[src/rtl/led_mmio.sv]
// Memory-mapped LED peripheral: 5-word register window, pattern register and an
// autonomous rotation engine. Defining LED_MMIO_PWM_EN adds the LED_DUTY dimmer.
module led_mmio #(
    parameter logic [31:0] BASE_ADDR = 32'h8000_0030,
    parameter int          N_LEDS    = 4
) (
    input  logic              clk,
    input  logic              rst,
    input  logic [31:0]       addr,
    input  logic [31:0]       wdata,
    input  logic [3:0]        wbe,
    input  logic              we,
    input  logic              re,
    output logic [31:0]       rdata,
    output logic [N_LEDS-1:0] leds,
    output logic              dbg_state
);

    typedef enum logic {
        S_IDLE = 1'b0,
        S_RUN  = 1'b1
    } rot_state_t;

    localparam logic [2:0] IDX_DATA   = 3'd0;
    localparam logic [2:0] IDX_CTRL   = 3'd1;
    localparam logic [2:0] IDX_PERIOD = 3'd2;
    localparam logic [2:0] IDX_COUNT  = 3'd3;
    localparam logic [2:0] IDX_DUTY   = 3'd4;

    rot_state_t        r_state;
    rot_state_t        w_state_nxt;
    logic [N_LEDS-1:0] r_led_data;
    logic [1:0]        r_ctrl;
    logic [31:0]       r_period;
    logic [31:0]       r_rot_count;
    logic [31:0]       r_tick_cnt;
    logic [31:0]       r_rdata;
    logic [N_LEDS-1:0] r_leds;

    logic [29:0]         w_word_off;
    logic                w_hit;
    logic [2:0]          w_idx;
    logic                w_wr_data;
    logic                w_wr_ctrl;
    logic                w_wr_period;
    logic                w_wr_count;
    logic                w_stop;
    logic                w_tick;
    logic [31:0]         w_cnt_nxt;
    logic [31:0]         w_period_last;
    logic [2*N_LEDS-1:0] w_dd;
    logic [N_LEDS-1:0]   w_rot;
    logic [N_LEDS-1:0]   w_led_nxt;
    logic [N_LEDS-1:0]   w_leds_nxt;
    logic [31:0]         w_led_ext;
    logic [31:0]         w_duty_rd;
    logic [31:0]         w_rd_val;
    logic                w_unused;

    // The window starts at BASE_ADDR itself, so decode by word offset from the base;
    // the window may straddle a 32-byte boundary. Byte-lane bits are ignored.
    assign w_word_off = addr[31:2] - BASE_ADDR[31:2];
    assign w_hit      = (w_word_off < 30'd5);
    assign w_idx      = w_word_off[2:0];
    assign w_unused   = &{1'b0, addr[1:0]};

    assign w_wr_data   = we && w_hit && (w_idx == IDX_DATA) && wbe[0];
    assign w_wr_ctrl   = we && w_hit && (w_idx == IDX_CTRL) && wbe[0];
    assign w_wr_period = we && w_hit && (w_idx == IDX_PERIOD) && (wbe != 4'b0000);
    assign w_wr_count  = we && w_hit && (w_idx == IDX_COUNT);
    assign w_stop      = w_wr_ctrl && !wdata[0];

    // A stored period of 0 runs at the same rate as 1.
    assign w_period_last = (r_period == 32'd0) ? 32'd0 : (r_period - 32'd1);

    assign w_dd  = {r_led_data, r_led_data};
    assign w_rot = r_ctrl[1] ? w_dd[N_LEDS -: N_LEDS] : w_dd[2*N_LEDS-2 -: N_LEDS];

    always_ff @(posedge clk or posedge rst) begin
        if (rst) begin
            r_state    <= S_IDLE;
            r_tick_cnt <= 32'd0;
        end else begin
            r_state    <= w_state_nxt;
            r_tick_cnt <= w_cnt_nxt;
        end
    end

    always_comb begin
        w_state_nxt = r_state;
        w_cnt_nxt   = r_tick_cnt;
        w_tick      = 1'b0;
        unique case (r_state)
            S_IDLE: begin
                if (w_wr_ctrl && wdata[0]) begin
                    w_state_nxt = S_RUN;
                    w_cnt_nxt   = 32'd0;
                end else if (w_wr_period) begin
                    w_cnt_nxt = 32'd0;
                end
            end
            S_RUN: begin
                // Stopping freezes pattern and counter; a period change restarts the count.
                if (w_stop) begin
                    w_state_nxt = S_IDLE;
                end else if (w_wr_period) begin
                    w_cnt_nxt = 32'd0;
                end else if (r_tick_cnt == w_period_last) begin
                    w_tick    = 1'b1;
                    w_cnt_nxt = 32'd0;
                end else begin
                    w_cnt_nxt = r_tick_cnt + 32'd1;
                end
            end
            default: begin
                w_state_nxt = S_IDLE;
                w_cnt_nxt   = 32'd0;
            end
        endcase
    end

    // A store to LED_DATA on a tick cycle takes priority over the rotation.
    assign w_led_nxt = w_wr_data ? wdata[N_LEDS-1:0] : (w_tick ? w_rot : r_led_data);

    always_ff @(posedge clk or posedge rst) begin
        if (rst) begin
            r_led_data  <= '0;
            r_ctrl      <= 2'b00;
            r_period    <= 32'd1;
            r_rot_count <= 32'd0;
        end else begin
            r_led_data <= w_led_nxt;
            if (w_wr_ctrl) begin
                r_ctrl <= wdata[1:0];
            end
            if (w_wr_period) begin
                for (int b = 0; b < 4; b++) begin
                    if (wbe[b]) begin
                        r_period[8*b +: 8] <= wdata[8*b +: 8];
                    end
                end
            end
            if (w_wr_count) begin
                r_rot_count <= 32'd0;
            end else if (w_tick && !w_wr_data) begin
                r_rot_count <= r_rot_count + 32'd1;
            end
        end
    end

`ifdef LED_MMIO_PWM_EN
    logic [7:0] r_duty;
    logic [7:0] r_pwm_cnt;
    logic       w_wr_duty;
    logic       w_pwm_on;

    assign w_wr_duty = we && w_hit && (w_idx == IDX_DUTY) && wbe[0];
    assign w_pwm_on  = (r_duty == 8'hFF) || (r_pwm_cnt < r_duty);

    always_ff @(posedge clk or posedge rst) begin
        if (rst) begin
            r_duty    <= 8'hFF;
            r_pwm_cnt <= 8'd0;
        end else begin
            r_pwm_cnt <= r_pwm_cnt + 8'd1;
            if (w_wr_duty) begin
                r_duty <= wdata[7:0];
            end
        end
    end

    assign w_leds_nxt = w_led_nxt & {N_LEDS{w_pwm_on}};
    assign w_duty_rd  = {24'd0, r_duty};
`else
    assign w_leds_nxt = w_led_nxt;
    assign w_duty_rd  = 32'd0;
`endif

    always_comb begin
        w_led_ext               = 32'd0;
        w_led_ext[N_LEDS-1:0]   = r_led_data;
        w_rd_val                = 32'd0;
        if (w_hit) begin
            case (w_idx)
                IDX_DATA:   w_rd_val = w_led_ext;
                IDX_CTRL:   w_rd_val = {30'd0, r_ctrl};
                IDX_PERIOD: w_rd_val = r_period;
                IDX_COUNT:  w_rd_val = r_rot_count;
                IDX_DUTY:   w_rd_val = w_duty_rd;
                default:    w_rd_val = 32'd0;
            endcase
        end
    end

    // Loads capture the pre-store register values, so a same-cycle store is not visible.
    always_ff @(posedge clk or posedge rst) begin
        if (rst) begin
            r_rdata <= 32'd0;
            r_leds  <= '0;
        end else begin
            if (re) begin
                r_rdata <= w_rd_val;
            end
            r_leds <= w_leds_nxt;
        end
    end

    assign rdata     = r_rdata;
    assign leds      = r_leds;
    assign dbg_state = (r_state == S_RUN);

endmodule

[config.mk]
export PLATFORM = sky130hd
export DESIGN_NAME = led_mmio
export DESIGN_NICKNAME = d
export VERILOG_FILES = /design/src/rtl/led_mmio.sv
export SDC_FILE = /design/constraint.sdc
export NUM_CORES = 1
export LEC_CHECK = 0
export ABC_AREA = 1
export CORE_MARGIN = 4
export CORE_UTILIZATION = 30
export CTS_CLUSTER_DIAMETER = 30
export DETAILED_ROUTE_END_ITERATION = 7
export PLACE_DENSITY = 0.51
export SLEW_MARGIN = 20
export SYNTH_ARGS = -nofsm -noshare
export SYNTH_HDL_FRONTEND = slang
export SYNTH_SLANG_ARGS = --single-unit
[constraint.sdc]
create_clock -name clk -period 5.8 [get_ports clk]
set_clock_uncertainty 0.05 [all_clocks]
set_input_delay 1.16 -clock clk [delete_from_list [all_inputs] [get_ports clk]]
set_output_delay 1.16 -clock clk [all_outputs]
set_load 0.005 [all_outputs]
==> summary.txt <==
Route
  – Routed Antenna Nets: 0
  – DRT Pass-1 Iters: 5
  – DR iter-0 viols: ~900
  – Vias per cell: about 5
  – Post-Route WL: between 30 and 40 mm
  – Remaining DRCs: 0
  – Via count: around 11,000
  – DR WL/cell: 16.68 um

Power and ir drop
  – Switching power total: 0.6032 mW
  – Total internal power: between 1.5 and 2 mW
  – PD cells: about 180 nW/um^2
  – Max VDD drop: 202.1 uV
  – Clock power share: 49.7%
  – Flop pwr share: 41.5%
  – Switching share of power: approximately 26%
  – Logic pwr share: around 8.7%
  – Leakage power: roughly 6.3 nW

CTS
  – Num Clock Sinks: 134
  – Root Buffer Master: clkbuf_16
  – Clock transition at the registers of the reported paths: approximately 0.070 ns
  – Clock Latency Late Sink: 0.44 ns
  – Longest Clk Path Bufs: 2
  – Clock H-tree levels: 4
  – CTS tree: yes
  – # Post-CTS Setup Buffers: 0
  – CTS resizes: 0
  – # hold bufs at CTS: 0
  – Num CTS Buffers: 17

Setup path
  – Crit path max-delay family: simple AND/OR/NAND/NOR gates
  – R2r endpoint: r_rot_count[28]
  – Reg2reg start: r_period[0]
  – Number of cells on the worst reg-to-reg path: 20
  – Slowest cell on crit path: clkdlybuf4s50_1
  – Worst setup EP type: flip-flop
  – CP Cell Sequence: clkdlybuf4s50_1 > inv_1 > ha_1 > inv_1 > nand3_1 > nor2_1 > nand3_1 > nor2_1 > nand3_1 > nor2_1 > nand2_1 > nor2_2 > nand4_1 > nand2_4 > inv_2 > nand2_1 > nand2_1 > inv_1 > nor3_1
  – CP bufs+invs: 5
  – Crit path kind: in -> reg
  – Critical path's largest stage delay: 0.54 ns
  – Arrival time of the worst setup path: 4.57 ns
  – Flop2flop setup slack: about 2.0 ns
  – Startpoint types: input port
  – WP data required: 6.07 ns
  – Crit Path Max Fanout: 17
  – Worst path depth: 19

Placement
  – Post-DP HPWL: approximately 29 mm
  – IO Port Bufs: 106
  – Routability cong.: 0.9348

Global routing
  – Initial antenna violation count: 0
  – Vias in the first global route: between 10,000 and 15,000
  – First-pass GRT wire length: 59.38 mm
  – Largest net degree at the start of global routing: a little under 100
  – Global-route usage over all layers: 19.10%
  – Grt ovf: 0

Logic synthesis
  – Syn_area_per_cell: 6.466 um^2
  – Post-synth EDFFs: 0
  – Seq/Total Area, Yosys: 30.88%
  – Dominant cell type by area after synthesis: dfrtp_1
  – Cells after Synth: approximately 1,700
  – Synth top area share: 30.64%
  – Most common flop cell mapped by yosys: dfrtp_1
  – Post-synth ARST share: between 90% and 100%
  – Synthesized cell area: 10,860 um^2
  – Yosys warns: 0
  – Top cells by area, synth: dfrtp_1, nand2_1, nor2_1
  – Commonest cells post-synth: nand2_1, nor2_1, inv_1, dfrtp_1, nand3_1
  – Top-count cell post-synth: nand2_1
  – Post-synthesis cell type count: 47
  – #FFs+latches synth: 134
  – Post-Syn Nets: 1,757

Finish
  – Fin util: 36.24%
  – Final #Nets: 1,845
  – Ant. Diodes: 0
  – P&R area growth vs syn: 18.96%
  – Layout cells sized above 1: approximately 7.5%

Hold path
  – Cells on Worst Hold Path: 2
  – HP Class: reg -> reg
  – Worst Hold End: r_period[0]
  – Hold path start: r_period[0]

Timing
  – Final critical-path required period: 4.307 ns
  – Count of pins over their slew limit: 0
  – Slew margin rel.: 35.63%
  – Final hold viol count: 0
  – Setup TNS: 0 ns
  – RSZ-0062 raised after global routing: no
  – Period utilisation layout: 74.25%
  – Worst slew pin tran: around 0.97 ns
  – Setup violations, final: 0
  – Max Clk Rate: 0.2322 GHz

Floorplan
  – Initial Util: 30.47%
  – Std cell rows: 69
  – DIE HEIGHT: 198.3 um
  – Die Span X: 198.3 um
  – Ports: 109
  – Die area: 39,320 um^2
  – Core area: 35,660 um^2

Status
  – Status: complete, no violations

Run
  – Max-cap check violation count: 0
[worst reg2reg max path: cells and delay by family (launching register included)]
kind / cells / cell delay [ns]
simple gates: 17 / 2.63
flops: 1 / 0.56
fa+ha+maj: 1 / 0.30
buf+inv: 2 / 0.17
[layer usage]
metal  GRT usage (%)  vias up  wire length, um
met5               0        -                0
met4           4.948        0              561
met3           2.280       23             1529
met2           30.13      260            16960
met1           27.82     5229            18340
li1                -     5673                -
[layout by cell type, fill, tap and decap left out, drive strengths merged, types with 4 or more instances in the layout]
master / instances
nor4: 9
xor2: 20
buf: 8
clkinv: 6
o22ai: 37
nor2: 301
nand3: 133
nand4: 119
nand2: 467
inv: 236
a21oi: 12
xnor2: 4
a22oi: 28
nor3: 23
dfrtp: 133
clkdlybuf4s50: 106
clkbuf: 19
o21ai: 49
nand3b: 10
ha: 5
o21bai: 7
mux2: 30
[cells by family (layout without fill, tap and decap cells)]
logic type / after synthesis / count (layout) / share of synthesized area [%]
xor+xnor: 24 / 24 / 1.935
mux: 30 / 30 / 3.110
compound gates: 138 / 138 / 7.752
flops: 134 / 134 / 30.88
fa+ha+maj: 5 / 5 / 0.5759
simple gates: 1069 / 1069 / 45.13
buf+inv: 280 / 381 / 10.62
[layout make-up]
cell class | count | area [um^2]
clock buffers | 19 | 442.9
clock inverters | 13 | 170.2
fillers | 3854 | 22730
inverters | 235 | 892.1
multi-input cells | 1266 | 6365
flip-flops and latches | 134 | 3354
well taps | 461 | 576.8
repair buffers | 114 | 1121
[registers in the layout (all words and copies together) (netlist names)]
name,flops
rdata,32
r_period,32
r_tick_cnt,32
r_ctrl,2
leds,4
r_rot_count,32
[how the worst max path moves through the flow]
stage | slack [ns] | from | endpoint
after floorplan | 1.01 | rst | leds[0]
after global placement | 1.10 | addr[4] | r_tick_cnt[28]
after detailed placement | 1.09 | addr[4] | r_tick_cnt[26]
after CTS | 1.57 | addr[4] | r_tick_cnt[26]
after global routing | 1.25 | addr[4] | r_tick_cnt[18]
final | 1.49 | addr[4] | r_tick_cnt[26]
[metrics by stage]
| step | std cells | cell area (um^2) | setup WS (ns) | hold WS (ns) | power (mW) |
|---|---|---|---|---|---|
| after global placement | 2210 | 12310 | 1.096 | 0.4533 | 1.186 |
| after detailed placement | 2210 | 12310 | 1.090 | 0.4590 | 1.187 |
| after global routing | 2242 | 12920 | 1.247 | 0.4770 | 2.421 |
| after CTS | 2242 | 12920 | 1.565 | 0.4693 | 2.361 |
| final | 2242 | 12920 | 1.493 | 0.4711 | 2.326 |
| after floorplan | 1680 | 10860 | 1.009 | 0.4270 | 1.087 |
[power by group through the flow]
stage	Sequential [mW]	Clock (mW)	Combinational [mW]
after floorplan	0.977	0	0.109
after global placement	0.983	0	0.204
after detailed placement	0.982	0	0.204
after CTS	0.965	1.19	0.206
after global routing	0.968	1.22	0.229
final	0.966	1.16	0.204
Power figures use the tool's default switching activity.
